==> config.mk <==
export PLATFORM = sky130hd
export DESIGN_NAME = ads42_spi_master
export DESIGN_NICKNAME = d
export VERILOG_FILES = /design/src/rtl/ads42_spi_master.sv
export SDC_FILE = /design/constraint.sdc
export NUM_CORES = 1
export LEC_CHECK = 0
export BUFFER_PORTS_ARGS = -buffer_cell sky130_fd_sc_hd__buf_2
export CAP_MARGIN = 20
export CORE_MARGIN = 4
export CORE_UTILIZATION = 58
export DETAILED_ROUTE_END_ITERATION = 10
export PLACE_DENSITY = 0.91
export SYNTH_ARGS = -nofsm -noshare
export SYNTH_HDL_FRONTEND = slang
export SYNTH_SLANG_ARGS = --single-unit
==> constraint.sdc <==
create_clock -name sys_clk -period 3.71 [get_ports sys_clk]
set_input_delay 0.742 -clock sys_clk [delete_from_list [all_inputs] [get_ports sys_clk]]
set_output_delay 0.742 -clock sys_clk [all_outputs]
set_load 0.02 [all_outputs]
==> src/rtl/ads42_spi_master.sv <==
// ads42_spi_master
//   SPI serial engine between the ADS42 configuration controller and the
//   ADC serial pins. Each start request shifts one 16-bit command word out
//   MSB first on o_spi_sdata, framed by o_spi_sen (active low) and clocked
//   by o_spi_sclk (idle low). Each transfer ends with a one-cycle o_spi_done.
//
//   Optional readback path: define ADS42_SPI_RDBK_EN to enable it.
//   When it is enabled, i_spi_sdout is sampled on the last sys_clk cycle of
//   every SCLK high half. The final byte is presented on o_dat_out, together
//   with o_dat_vaild, in the o_spi_done cycle. When it is not enabled,
//   o_dat_out and o_dat_vaild are tied to 0.
//
// Ports
//   sys_clk      system clock
//   rst          synchronous, active-high reset
//   i_dat_in     command word {rw[1:0], addr[5:0], data[7:0]}
//   i_opt_start  transfer request level; a rising edge in IDLE launches
//   i_opt_cnt    number of bits to shift (0 or >16 means 16)
//   o_dat_out    last captured read byte
//   o_dat_vaild  one-cycle strobe marking an o_dat_out update
//   o_spi_done   one-cycle end-of-transfer pulse
//   o_spi_sen    ADC serial enable, active low
//   o_spi_sclk   serial clock, idle low
//   o_spi_sdata  serial data to the ADC
//   i_spi_sdout  serial readback data from the ADC
//
// Handshake: i_opt_start is a level request. A launch requires i_opt_start=1,
//   its registered copy=0 and the FSM in IDLE. Edges that arrive outside
//   IDLE are dropped. The controller holds i_opt_start high until
//   o_spi_done, and must drop it before it requests the next transfer.
module ads42_spi_master #(
  parameter int CLK_DIV  = 4,
  parameter int CS_SETUP = 4,
  parameter int CS_HOLD  = 4
) (
  input  logic        sys_clk,
  input  logic        rst,
  input  logic [15:0] i_dat_in,
  input  logic        i_opt_start,
  input  logic [7:0]  i_opt_cnt,
  output logic [7:0]  o_dat_out,
  output logic        o_dat_vaild,
  output logic        o_spi_done,
  output logic        o_spi_sen,
  output logic        o_spi_sclk,
  output logic        o_spi_sdata,
  input  logic        i_spi_sdout
);

  typedef enum logic [2:0] {
    IDLE  = 3'd0,
    SETUP = 3'd1,
    SHIFT = 3'd2,
    HOLD  = 3'd3,
    DONE  = 3'd4
  } state_t;

  localparam logic [7:0] SETUP_LAST = 8'(CS_SETUP - 1);
  localparam logic [7:0] HALF_LAST  = 8'(CLK_DIV - 1);
  localparam logic [7:0] HOLD_LAST  = 8'(CS_HOLD - 1);

  state_t      state;
  state_t      state_nx;
  logic        start_q;
  logic [7:0]  tmr;
  logic        sclk_hi;
  logic [4:0]  bits_left;
  logic [15:0] sh;
  logic [4:0]  n_launch;
  logic        launch;
  logic        setup_end;
  logic        half_end;
  logic        hold_end;
  logic        last_bit;
  logic        sample_now;

  // Out-of-range counts fall back to a full 16-bit word.
  assign n_launch   = ((i_opt_cnt == 8'd0) || (i_opt_cnt > 8'd16)) ? 5'd16 : i_opt_cnt[4:0];
  assign launch     = i_opt_start && !start_q && (state == IDLE);
  assign setup_end  = (tmr == SETUP_LAST);
  assign half_end   = (tmr == HALF_LAST);
  assign hold_end   = (tmr == HOLD_LAST);
  assign last_bit   = (bits_left == 5'd1);
  // Last sys_clk cycle of an SCLK high half.
  assign sample_now = (state == SHIFT) && sclk_hi && half_end;

  // FSM: state register
  always_ff @(posedge sys_clk) begin
    if (rst) begin
      state <= IDLE;
    end else begin
      state <= state_nx;
    end
  end

  // FSM: next-state logic
  always_comb begin
    state_nx = state;
    case (state)
      IDLE:    if (launch) state_nx = SETUP;
      SETUP:   if (setup_end) state_nx = SHIFT;
      SHIFT:   if (sample_now && last_bit) state_nx = HOLD;
      HOLD:    if (hold_end) state_nx = DONE;
      DONE:    state_nx = IDLE;
      default: state_nx = IDLE;
    endcase
  end

  // FSM: outputs
  always_comb begin
    o_spi_sen   = 1'b1;
    o_spi_sclk  = 1'b0;
    o_spi_sdata = 1'b0;
    o_spi_done  = 1'b0;
    case (state)
      SETUP, HOLD: begin
        o_spi_sen   = 1'b0;
        o_spi_sdata = sh[15];
      end
      SHIFT: begin
        o_spi_sen   = 1'b0;
        o_spi_sclk  = sclk_hi;
        o_spi_sdata = sh[15];
      end
      DONE:    o_spi_done = 1'b1;
      default: ;
    endcase
  end

  // Timing counter, SCLK phase, bit counter and transmit shift register.
  // The start-edge register resets high so that a start level held through
  // reset does not count as a rising edge.
  always_ff @(posedge sys_clk) begin
    if (rst) begin
      start_q   <= 1'b1;
      tmr       <= 8'd0;
      sclk_hi   <= 1'b0;
      bits_left <= 5'd0;
      sh        <= 16'd0;
    end else begin
      start_q <= i_opt_start;
      case (state)
        IDLE: begin
          tmr     <= 8'd0;
          sclk_hi <= 1'b0;
          if (launch) begin
            sh        <= i_dat_in;
            bits_left <= n_launch;
          end
        end
        SETUP: tmr <= setup_end ? 8'd0 : tmr + 8'd1;
        SHIFT: begin
          if (half_end) begin
            tmr     <= 8'd0;
            sclk_hi <= ~sclk_hi;
            if (sclk_hi) begin
              // The end of a high half is the SCLK fall, so SDATA moves to
              // the next bit here. It holds the last bit through HOLD.
              bits_left <= bits_left - 5'd1;
              if (!last_bit) sh <= {sh[14:0], 1'b0};
            end
          end else begin
            tmr <= tmr + 8'd1;
          end
        end
        HOLD:    tmr <= hold_end ? 8'd0 : tmr + 8'd1;
        default: tmr <= 8'd0;
      endcase
    end
  end

`ifdef ADS42_SPI_RDBK_EN
  logic [7:0] rd_sh;
  logic [7:0] dat_q;

  // Samples shift in at the LSB. The register clears at launch, so a short
  // transfer leaves its samples right-aligned over zeros. The byte moves to
  // the output on the HOLD->DONE edge, so o_dat_out is already valid during
  // the DONE cycle.
  always_ff @(posedge sys_clk) begin
    if (rst) begin
      rd_sh <= 8'd0;
      dat_q <= 8'd0;
    end else begin
      if (launch) begin
        rd_sh <= 8'd0;
      end else if (sample_now) begin
        rd_sh <= {rd_sh[6:0], i_spi_sdout};
      end
      if ((state == HOLD) && hold_end) dat_q <= rd_sh;
    end
  end

  assign o_dat_out   = dat_q;
  assign o_dat_vaild = (state == DONE);
`else
  logic unused_sdout;

  assign unused_sdout = i_spi_sdout;
  assign o_dat_out    = 8'd0;
  assign o_dat_vaild  = 1'b0;
`endif

endmodule

Yosys cells after proc, flatten, opt, wreduce, memory -nomap -nowiden:

Index checks and enable logic that the tools add are counted.

* bits in registers: 34
* output and inout port bits: 13
* logic and storage cells: 61

* add/sub/neg operators: 2
* magnitude comparators: 1
* equal/unequal tests: 13
* muxes and demuxes: 21
* bitwise operators: 2
* reductions and logical operators: 16

Operators by type and width (number)
* $mux 16: 4
* $pmux 16 s2: 1
* $mux 5: 4
* $mux 3: 4
* $ne 2x2->1 const B: 6
* $pmux 3 s4: 1
* $pmux 5 s2: 1
* $add 8x1->8 const B: 1
* $eq 8x2->1 const B: 1
* $gt 8x5->1 const B: 1
* $logic_not 8->1: 1
* $reduce_and 4->1: 2
* $eq 3x2->1 const B: 2
* $reduce_or 3->1: 2
* $eq 5x1->1 const B: 1
* $logic_and 1x1->1: 5
* $mux 1: 5
* $reduce_and 5->1: 1
* $sub 5x1->5 const B: 1
* $eq 3x1->1 const B: 1
* $eq 3x3->1 const B: 1
* $logic_not 3->1: 1
* $ne 2x1->1 const B: 1
* $not 1->1: 2
* other kinds (5): 5

Depth between registers and ports, before layout:

* word-level depth: 6
* gate-level depth with buffers: 7
* gate-level depth less buffers: 6

Worst setup path after synthesis:

No wires, ideal clock.

* path type: input -> register
* start point: in i_opt_start
* end point: reg sh[15]
* arrival time: 1.886 ns
* data required time: 3.563 ns
* path slack: 1.677 ns
* cell stages on the path: 5
* cells stage by stage: or3b_1 a211oi_2 buf_4 buf_4 a311oi_2

* cells in the longest elaborated chain, start to end: 4

RTL lines
* start, declared: RTL line 39 `input logic i_opt_start,`
* $logic_and 1x1->1 (2 in a row): RTL line 79 `assign launch = i_opt_start && !start_q && (state == IDLE);`
* $ne 2x2->1 (no source line)
* $reduce_and 5->1 (no source line)
* end signal, assigned: RTL line 147 `sh <= i_dat_in;`
* end signal, assigned: RTL line 160 `if (!last_bit) sh <= {sh[14:0], 1'b0};`
* end, declared: RTL line 68 `logic [15:0] sh;`

Every way passes these cells.
A chain may end at the register's enable or synchronous reset.

Worst setup path after layout:

* start point: reg state[1]
* end point: out o_spi_sclk

* cells in the longest elaborated chain, start to end: 2

RTL lines
* start, declared: RTL line 62 `state_t state;`
* start signal, assigned: RTL line 92 `state <= state_nx;`
* $eq 3x2->1: RTL line 115 `case (state)`
* $mux 1: RTL line 115
* end, declared: RTL line 45 `output logic o_spi_sclk,`

Every way passes these cells.

==> reports/results.tsv <==
stage	metric	value	unit
layout	layout_commonest_cell	dfxtp_1	
placement	hpwl	2.682	mm
clock_network	post-cts-setup-buffer-count	0	
yosys	synthArstFlopShare	0	
sta	hold_viol	0	
clock_network	htree_num_levels	2	
pwr	vdd_ir_drop_max	0.2780	mV
layout	post-route-cell-area	0.002126	mm2
critical_path	regToRegSetupSlack	1380	ps
status	status	finished clean	
global_routing	grt_first_pass_wirelength	6.334	mm
sta	timing.final.crit_share	0.6596	
sta	fmax	408.7	MHz
yosys	seq_area_frac_synth	0.3458	
floorplan	coreArea	0.003153	mm2
clock_network	clk_pin_slew_worst_paths	110	ps
clock_network	cts.sinks	34	
placement	gp_congestion	0.8312	
floorplan	die_x	66.25	um
clock_network	cts_buffers	5	
global_routing	grt-ovfl-total	0	
route	dr.pass1.iters	4	
critical_path	cp_max_fo	10	
clock_network	ctsResizeCount	0	
sta	clock_skew	19.23	ps
global_routing	grt_max_degree	41	
layout	layout.nets	255	
clock_network	clock_latency	350	ps
pwr	power.density	324.8	mW/mm2
critical_path	cp.required	2970	ps
critical_path	crit_arrival	1710	ps
sta	layout_min_cycle_time	2447	ps
critical_path	endpoint_kind	output port	
critical_path	crit_family	simple AND/OR/NAND/NOR gates	
route	drtIter0Drc	156	
sta	slew_violations	0	
min_path	hold_path.class	register to register	
floorplan	die_area	0.004389	mm2
sta	tightestPinTransition	1024	ps
placement	placed_area	0.002062	mm2
critical_path	r2r_cells	6	
route	routed_wl	3.869	mm
yosys	synth-edff-count	0	
yosys	synth_area_leaders	dfxtp_1 35%, a311oi_2 11%, mux2i_1 8.1%	
yosys	synthFlopType	dfxtp_1	
clock_network	cts_tree	yes	
yosys	synth_top_area_frac	0.3458	
global_routing	antenna_found_initial	0	
critical_path	slowest_delay	550	ps
critical_path	critPathKind	register to output port	
sta	rsz0062_at_grt	no	
layout	area.growth.synth_to_final	8.010	%
yosys	synthCells	202	
floorplan	start_util	0.6242	
layout	nFillCells	261	
sta	slew_headroom	0.3171	
min_path	hp-start	tmr[0]	
layout	n_antenna_cell	0	
critical_path	startpoint	state[1]	
min_path	worstHoldEndpoint	tmr[0]	
critical_path	cp_slowest_cell	dfxtp_1	
global_routing	grt_pass1_vias	1411	
yosys	avgSynthCellArea	9.743	um2
critical_path	r2r_start	tmr[0]	
layout	stdcell_count	269	
route	drcViolationCount	0	
global_routing	grt_use_total	0.1881	
run	max_cap_viol_count	0	
critical_path	rr_endpoint	sh[7]	
critical_path	critical_path_buf_inv_count	1	
floorplan	die_h	66.25	um
yosys	ys_ff_latch	34	
layout	final_cell_mix	34 x dfxtp_1, 30 x buf_2, 16 x mux2i_1	
layout	layout-drive-gt1-share	0.3111	
route	wire_per_inst	14.38	um
critical_path	crit_path_cell_trace	nor3b_2, and2_1, buf_2	
yosys	ys_types	46	
yosys	yosys_warnings	0	
critical_path	worstSetupStartpointType	register	
sta	hold_slack	484.3	ps
route	num_vias	1570	
placement	dp.cells	261	
route	vias_per_cell	5.836	
route	ant_nets	0	
sta	finalSetupViolCount	0	
floorplan	rows	20	
placement	io_buffers	30	
clock_network	cts.path.max_buffers	2	
yosys	syn-cell-area	0.001968	mm2
sta	fin_setup_tns	0	ps
floorplan	pin_count	41	
clock_network	ctsHoldBuffers	0	
pwr	p_leak	0.8669	nW
min_path	min_path_cells	1	
yosys	synth_top_area_cell	dfxtp_1	
clock_network	cts-root-buf	clkbuf_4	
stage by stage:
step | utilization | setup slack, ps | power [mW]
finish | 0.6742 | 1263 | 0.6906
global route | 0.6742 | 1134 | 0.7199
CTS | 0.6742 | 1236 | 0.6967
detailed placement | 0.6540 | 1257 | 0.4784
global placement | 0.6540 | 1308 | 0.4752
floorplan | - | 1677 | 0.4622
layer usage:
metal / global-route usage / share of wire / up-vias / routed length, um
met2: 0.2924 / 0.49 / 48 / 1878
met3: 0.05102 / 0.056 / 11 / 217
met1: 0.2435 / 0.44 / 734 / 1694
met5: 0 / 0 / - / 0
met4: 0.07868 / 0.020 / 0 / 78
li1: - / - / 777 / -
state kept, by name (all words and copies together), names as in the netlist:
name,cells
state,3
tmr,8
sh,16
bits_left,5
sclk_hi,1
start_q,1
synth_stat cells, drive strengths merged (3+ instances only):
master  number
xnor2        3
buf         20
a21oi       23
clkbuf       5
a311oi      15
nor4         3
a31oi        3
and3         3
nand3        7
a211oi       5
nor3         4
xor2         6
inv          6
nand2        5
dfxtp       34
ha           3
mux2i       16
nor2        12
cell type report:
class	instances	area, um2	area share
flip-flops and latches	34	680.7	0.3202
clock buffers	6	51.30	0.02413
inverters	6	22.52	0.01059
well taps	44	55.05	0.02590
multi-input cells	145	1139	0.5356
repair buffers	32	165.2	0.07769
clock inverters	2	12.51	0.005886
report_power, final:
| part | switching (mW) | total [mW] | internal (mW) |
|---|---|---|---|
| Combinational | 0.0482 | 0.0845 | 0.0363 |
| Sequential | 0.00939 | 0.387 | 0.377 |
| Clock | 0.128 | 0.220 | 0.0910 |
| Total | 0.186 | 0.691 | 0.504 |
cells by family after synthesis:
| kind of cell | count (synthesis) | synth area share |
|---|---|---|
| AOI/OAI and AO/OA | 57 | 0.2689 |
| and+or+nand+nor | 51 | 0.1481 |
| DFF | 34 | 0.3458 |
| buffers and inverters | 31 | 0.09472 |
| muxes | 16 | 0.08137 |
| xor gates and xnor gates | 9 | 0.04005 |
| adders and majority gates | 3 | 0.01907 |
| other | 1 | 0.001905 |
worst max path at each step:
stage               cells past startpoint  slack [ps]      endpoint
floorplan                               5        1680        sh[15]
global placement                        6        1310  bits_left[0]
detailed placement                      6        1260         sh[7]
CTS                                     3        1240    o_spi_sclk
global route                            3        1130    o_spi_sclk
finish                                  3        1260    o_spi_sclk
No activity file was read; power rests on OpenSTA's default activity.
